$ cat src/rtl/rect_pkg.sv
// Shared definitions for the rectangle filler: screen geometry,
// FSM state encoding and the blank colour value.
package rect_pkg;

    localparam int SCREEN_W     = 160;
    localparam int SCREEN_H     = 120;
    localparam int COLOUR_BLACK = 0;

    typedef enum logic {
        IDLE = 1'b0,
        DRAW = 1'b1
    } state_t;

endpackage

$ cat src/rtl/rect_scan_counter.sv
// Nested column/row scan counter for the rectangle filler.
// Ports: clock, reset (async high), clear (zero both counters),
//   advance (step one pixel), width/height (extent), col/row (position),
//   last (currently on the final pixel of the rectangle).
module rect_scan_counter #(
    parameter int DIM_W = 5
) (
    input  logic             clock,
    input  logic             reset,
    input  logic             clear,
    input  logic             advance,
    input  logic [DIM_W-1:0] width,
    input  logic [DIM_W-1:0] height,
    output logic [DIM_W-1:0] col,
    output logic [DIM_W-1:0] row,
    output logic             last
);

    logic col_end;

    assign col_end = (col == width - DIM_W'(1));
    assign last    = col_end && (row == height - DIM_W'(1));

    // Holding is implicit: without advance the counters keep their value.
    always_ff @(posedge clock or posedge reset) begin
        if (reset) begin
            col <= '0;
            row <= '0;
        end else if (clear) begin
            col <= '0;
            row <= '0;
        end else if (advance) begin
            if (col_end) begin
                col <= '0;
                row <= row + DIM_W'(1);
            end else begin
                col <= col + DIM_W'(1);
            end
        end
    end

endmodule

$ cat src/rtl/rect_filler.sv
// Rectangle filler: streams one pixel per cycle of a solid rectangle.
// Ports: clock, reset (async high), start + refX/refY/rectW/rectH/
//   fillColour/dirUp request, stall backpressure; x/y/colour/writeEn
//   pixel stream, done/busy status. Define RECT_FILLER_CLIP_EN to drop
//   writes that fall outside the SCREEN_W x SCREEN_H screen.
module rect_filler
    import rect_pkg::*;
#(
    parameter int X_W      = 8,
    parameter int Y_W      = 7,
    parameter int DIM_W    = 5,
    parameter int COLOUR_W = 3
) (
    input  logic                clock,
    input  logic                reset,
    input  logic                start,
    input  logic [X_W-1:0]      refX,
    input  logic [Y_W-1:0]      refY,
    input  logic [DIM_W-1:0]    rectW,
    input  logic [DIM_W-1:0]    rectH,
    input  logic [COLOUR_W-1:0] fillColour,
    input  logic                dirUp,
    input  logic                stall,
    output logic [X_W-1:0]      x,
    output logic [Y_W-1:0]      y,
    output logic [COLOUR_W-1:0] colour,
    output logic                writeEn,
    output logic                done,
    output logic                busy
);

    state_t state, state_nx;

    logic [X_W-1:0]      ref_x;
    logic [Y_W-1:0]      ref_y;
    logic [DIM_W-1:0]    rect_w;
    logic [DIM_W-1:0]    rect_h;
    logic [COLOUR_W-1:0] fill_c;
    logic                dir_up;

    logic [DIM_W-1:0] col;
    logic [DIM_W-1:0] row;
    logic             last;
    logic             zero_dim;
    logic             advance;
    logic             in_screen;

    assign zero_dim = (rect_w == '0) || (rect_h == '0);

    // A start cycle emits nothing, so it must not step the counters.
    assign advance = (state == DRAW) && !start && !stall && !zero_dim;

    rect_scan_counter #(
        .DIM_W (DIM_W)
    ) u_scan (
        .clock   (clock),
        .reset   (reset),
        .clear   (start),
        .advance (advance),
        .width   (rect_w),
        .height  (rect_h),
        .col     (col),
        .row     (row),
        .last    (last)
    );

`ifdef RECT_FILLER_CLIP_EN
    logic signed [31:0] ux;
    logic signed [31:0] uy;

    // Unwrapped coordinates, so pixels past an edge are not folded back.
    always_comb begin
        ux = 32'(ref_x) + 32'(col);
        if (dir_up) begin
            uy = 32'(ref_y) - 32'(row);
        end else begin
            uy = 32'(ref_y) + 32'(row);
        end
        in_screen = (ux < SCREEN_W) && (uy >= 0) && (uy < SCREEN_H);
    end
`else
    assign in_screen = 1'b1;
`endif

    always_ff @(posedge clock or posedge reset) begin
        if (reset) begin
            state  <= IDLE;
            ref_x  <= '0;
            ref_y  <= '0;
            rect_w <= '0;
            rect_h <= '0;
            fill_c <= '0;
            dir_up <= 1'b0;
        end else begin
            state <= state_nx;
            if (start) begin
                ref_x  <= refX;
                ref_y  <= refY;
                rect_w <= rectW;
                rect_h <= rectH;
                fill_c <= fillColour;
                dir_up <= dirUp;
            end
        end
    end

    always_comb begin
        state_nx = state;
        unique case (state)
            IDLE: begin
                if (start) begin
                    state_nx = DRAW;
                end
            end
            DRAW: begin
                if (start) begin
                    state_nx = DRAW;
                end else if (zero_dim) begin
                    state_nx = IDLE;
                end else if (!stall && last) begin
                    state_nx = IDLE;
                end
            end
        endcase
    end

    always_comb begin
        x       = '0;
        y       = '0;
        colour  = COLOUR_W'(COLOUR_BLACK);
        writeEn = 1'b0;
        done    = 1'b1;
        busy    = 1'b0;
        if (state == DRAW) begin
            done   = 1'b0;
            busy   = 1'b1;
            x      = ref_x + X_W'(col);
            colour = fill_c;
            if (dir_up) begin
                y = ref_y - Y_W'(row);
            end else begin
                y = ref_y + Y_W'(row);
            end
            writeEn = !start && !stall && !zero_dim && in_screen;
        end
    end

endmodule

$ cat config.mk
export PLATFORM = sky130hd
export DESIGN_NAME = rect_filler
export DESIGN_NICKNAME = d
export VERILOG_FILES = /design/src/rtl/rect_pkg.sv /design/src/rtl/rect_scan_counter.sv /design/src/rtl/rect_filler.sv
export SDC_FILE = /design/constraint.sdc
export NUM_CORES = 1
export LEC_CHECK = 0
export CORE_MARGIN = 2
export CORE_UTILIZATION = 35
export DETAILED_ROUTE_END_ITERATION = 6
export HOLD_SLACK_MARGIN = 0.06
export SETUP_SLACK_MARGIN = 0.02
export SLEW_MARGIN = 10
export SYNTH_ARGS = -nofsm -noshare
export SYNTH_HDL_FRONTEND = slang
export SYNTH_SLANG_ARGS = --single-unit
$ cat constraint.sdc
create_clock -name clock -period 3.35 [get_ports clock]
set_clock_uncertainty 0.05 [all_clocks]
set_input_delay 0.67 -clock clock [delete_from_list [all_inputs] [get_ports clock]]
set_output_delay 0.67 -clock clock [all_outputs]
set_load 0.01 [all_outputs]
; ---- Yosys cells after proc, flatten, opt, wreduce, memory -nomap -nowiden
; Index checks and enable logic that the tools add are counted.
[totals]
in_bits = 33
out_inout_bits = 21
ff_bits = 40
elab_cells = 53
[op_classes]
reduce_logical = 16
n_addsub = 7
bitwise_logic = 1
muxes = 18
n_eq_ne = 2
[ops]
columns = operator, count
row1 = two-way mux 5 bit, 6
row2 = two-way mux 7 bit, 2
row3 = adder 5 x 1 -> 5 bit (second input constant), 2
row4 = equality test 5 bit, 2
row5 = logical NOT 5 bit, 2
row6 = subtractor 5 x 1 -> 5 bit (second input constant), 2
row7 = adder 8 x 5 -> 8 bit, 1
row8 = two-way mux 8 bit, 1
row9 = adder 7 x 5 -> 7 bit, 1
row10 = logical AND 1 bit, 7
row11 = two-way mux 1 bit, 7
row12 = subtractor 7 x 5 -> 7 bit, 1
row13 = nonzero test 2 bit, 2
row14 = logical NOT 1 bit, 3
row15 = two-way mux 3 bit, 1
row16 = one-hot mux 1 bit (2 select lines), 1
row17 = AND reduction 2 bit, 1
row18 = logical OR 1 bit, 1
row19 = NOT 1 bit, 1

; ---- Logic depth before layout (Yosys ltp)
[logic_depth]
word_depth = 8
depth_mapped = 10

; ---- Hierarchy
; From an unflattened synthesis, not the netlist that was laid out.
[unflattened]
cells_unflattened = 269
area_unflattened_um2 = 2701.3
[by_module_without_submodules]
columns = module, seq_area_each_um2, instances, area_per_inst_um2, cells_each
row1 = rect_filler, 750.7, 1, 1849.3, 176
row2 = rect_scan_counter, 250.2, 1, 852.1, 93

; ---- Least setup slack after synthesis
; No wires, ideal clock.
[synth_path]
path_kind = register to output
startpoint = register u_scan.row[0]
endpoint = output port y[6]
arrival_time_ns = 2.326
required_time_ns = 2.630
n_path_buf = 0
path_stages_with_launch = 10
path_slack_ns = 0.304
path_cell_list = dfrtp_1 -> inv_1 -> ha_1 -> mux2_2 -> fa_1 -> nand2b_1 -> a21oi_1 -> o21a_1 -> nor3_1 -> nor3b_1
[synth_between]
elab_chain_cells = 3
elab_cells_between_ends = 4
classes_between = add/sub (2) / mux (2)
[synth_lines]
columns = item, line_no
row1 = "start, declared", rect_scan_counter.sv:15  ; output logic [DIM_W-1:0] row,
row2 = "start signal, assigned", rect_scan_counter.sv:35  ; row <= row + DIM_W'(1);
row3 = adder 7 x 5 -> 7 bit or subtractor 7 x 5 -> 7 bit (tied branches), "rect_filler.sv:142, rect_filler.sv:140"
row4 = two-way mux 7 bit (*), rect_filler.sv:139  ; if (dir_up) begin
row5 = two-way mux 7 bit (*), rect_filler.sv:134  ; if (state == DRAW) begin
row6 = "end, declared", rect_filler.sv:25  ; output logic [Y_W-1:0] y,
; Mark *: on every way between the ends. The rest lies on a longest branch, timed or not.

; ---- Final worst setup path
[layout_path]
startpoint = register u_scan.row[1]
endpoint = output port y[5]
; Same word-level chain as after synthesis.

==> flow_summary_export.csv <==
group,metric,value,unit
die,die_x,89.8,µm
yosys,async_reset_ff_share,100,%
drt,route.met2.wl,2.74,mm
final_layout,n_antenna_cell,0,
min_path,hold_depth,1,
sta,setup-tns-final,0,ns
drt,drt-total-wl,5.76,mm
drt,wl_met3,208,µm
placed_design,dp_worst_setup_slack,-0.195,ns
worst_setup_path,arrival,2.49,ns
worst_setup_path,critPathSlowestCell,"dfrtp_1",
final_layout,fin_util,48.2,%
final_layout,num-nets-final,384,
sta,finalSetupViolations,0,
yosys,synth_most_common_cell,"dfrtp_1",
drt,wl_per_cell,13.3,µm
worst_setup_path,path_class,"flip-flop to output pin",
worst_setup_path,path_depth,11,
pwr,p_leak,1.47,nW
drt,m1WireLength,2.73,mm
yosys,syn-cell-area,2570,µm²
worst_setup_path,crit_fanout,3,
sta,worst_pin_slew,0.640,ns
clocking,cts_buffers,5,
clocking,insertion_delay,0.30,ns
yosys,synth-seq-cells,40,
die,num_rows,31,
clocking,htree_levels,2,
placed_design,place.gp.congestion,0.838,
die,dieHeight,89.8,µm
worst_setup_path,cp-end-kind,"output pin",
placed_design,hpwl,4.22,mm
sta,layout_min_cycle_time,3.21,ns
yosys,yosys.area.top_type,"dfrtp_1",
yosys,ys_types,43,
die,dieArea,8060,µm²
clocking,cts-root-buf,"clkbuf_8",
final_layout,drive_gt1_share,20.4,%
worst_setup_path,reg2regPathDepth,7,
sta,hold_violations,0,
flow_run,maxCapViolCount,0,
yosys,ys_seq_area_share,38.9,%
placed_design,port_buffers,53,
die,core,7180,µm²
yosys,synth_fp_nets,317,
drt,dr_total_vias,2126,
final_layout,design_area,3460,µm²
sta,fmaxAchievable,312,MHz
worst_setup_path,critPathTopFamily,"simple AND/OR/NAND/NOR gates",
drt,avgViaCountPerCell,4.91,
worst_setup_path,required,2.63,ns
drt,drt_iter0_markers,95,
drt,dr.max_layer_used,"met4",
sta,max-slew-margin-rel,56.7,%
clocking,cts.sinks,40,
yosys,synth_edf_count,0,
clocking,clockBufferDepth,2,
clocking,path_clk_slew,0.08,ns
sta,min_period_over_period,95.7,%
worst_setup_path,crit_chain,"inv_2, ha_4, mux2_4, inv_1, ha_1, nor2b_1, o21ai_2, a21boi_2, or3_1, o311ai_1, buf_2",
grt,grtUsageTotal,15.1,%
yosys,synth.avg_cell_area,9.68,µm²
sta,setup_ws,0.143,ns
sta,slew_viol_final,0,
pwr,p_per_area,394,nW/µm²
yosys,synth_top_area_share,38.9,%
drt,drt_pass1_iterations,4,
worst_setup_path,cp_num_buf_inv,3,
grt,grt_pass1_wl,10.0,mm
drt,drtAntennaViolNets,0,
grt,antenna_found_initial,0,
yosys,yosys-top-cells-area,"dfrtp_1 39%, mux2_2 10%, ha_1 7.8%",
placed_design,place_area,3280,µm²
min_path,hold_class,"flip-flop to flip-flop",
drt,drcViolationCount,0,
yosys,synth_commonest_cells,"40 x dfrtp_1, 23 x mux2_2, 22 x nand2_1, 19 x nor2_1",
sta,hold-worst-slack,0.452,ns
grt,grt_max_degree,41,
worst_setup_path,crit_path_max_incr_delay,0.39,ns
yosys,syn_inst,266,
clocking,tritoncts,"built",
status,outcome,"finished, final reports clean",
worst_setup_path,worstSetupStartpointType,"flip-flop",
grt,overflow,0,
die,pin_count,54,
yosys,synth_ff_type,"dfrtp_1",
final_layout,synthToLayoutAreaGrowth,34.4,%
die,initial_utilization,35.9,%
yosys,yosys_warnings,0,
grt,first_global_vias,2085,
pwr,peakVddDrop,0.147,mV
sta,rsz0062_at_grt,"true",
==> through the flow <==
step	std cells	power [mW]
after floorplan	266	0.789
after global placement	422	0.965
after detailed placement	422	0.972
after CTS	432	1.38
after global routing	433	1.45
final	433	1.36
==> flip-flops by register name, indices dropped and copies added, names as in the netlist <==
| register | count |
|---|---|
| dir_up | 1 |
| fill_c | 3 |
| rect_h | 5 |
| rect_w | 5 |
| ref_x | 8 |
| ref_y | 7 |
| state | 1 |
| u_scan.col | 5 |
| u_scan.row | 5 |
==> layer usage <==
layer  track usage, %  vias up
li1                 -     1066
met5                0        -
met3             3.35        7
met2             25.6       39
met1             19.5     1014
met4             3.97        0
==> layout make-up <==
class | instances | area (µm²)
clock buffers | 5 | 68.8
inverters | 16 | 60.1
well taps | 99 | 124
multi-input cells | 200 | 1520
clock inverters | 3 | 42.5
fillers | 692 | 3720
repair buffers | 70 | 638
flip-flops and latches | 40 | 1000
==> what timing repair did <==
item,4_1_cts,5_1_grt
pin swaps,0,6
setup buffers,2,1
hold buffers,0,0
setup endpoints to repair,6,5
resized for setup,19,17
==> layout by cell type, fill, tap and decap left out, types with 5 or more instances in the layout <==
master and n:
dfrtp_1 39, a21oi_1 7, nor2b_1 7, ha_1 15
nor2_1 19, clkdlybuf4s50_1 46, and2_1 5, clkbuf_8 5
inv_1 13, buf_4 17, nor3_1 7, o21ai_0 13
nand2_1 22, mux2_2 22, nand3_1 5, xnor2_1 17
==> cell families after synthesis <==
kind of cell               count (synthesis)  synth area share [%]
adders and majority gates                 18                  9.33
xor gates and xnor gates                  21                  7.15
DFF                                       40                  38.9
buffers and inverters                     26                  4.08
AOI/OAI and AO/OA                         46                  11.0
muxes                                     27                  11.7
and+or+nand+nor                           88                  17.9
==> power breakdown <==
part	internal (mW)	switching (mW)	leakage [nW]	total (mW)
Sequential	0.521	0.0293	0.489	0.550
Combinational	0.229	0.186	0.932	0.415
Clock	0.221	0.178	0.0541	0.399
Total	0.970	0.394	1.47	1.36
==> path summary, 6_finish.rpt <==
check / startpoint / endpoint / slack, ns
worst max-delay path: u_scan.row[1] / y[5] / 0.14
worst min-delay path: fill_c[0] / fill_c[0] / 0.45
worst max register to register: rect_w[0] / u_scan.row[4] / 0.91
worst min register to register: fill_c[0] / fill_c[0] / 0.45
max in group asynchronous: reset / u_scan.col[1] / 2.09
min in group asynchronous: reset / ref_x[6] / 0.76
Power figures use the tool's default switching activity.
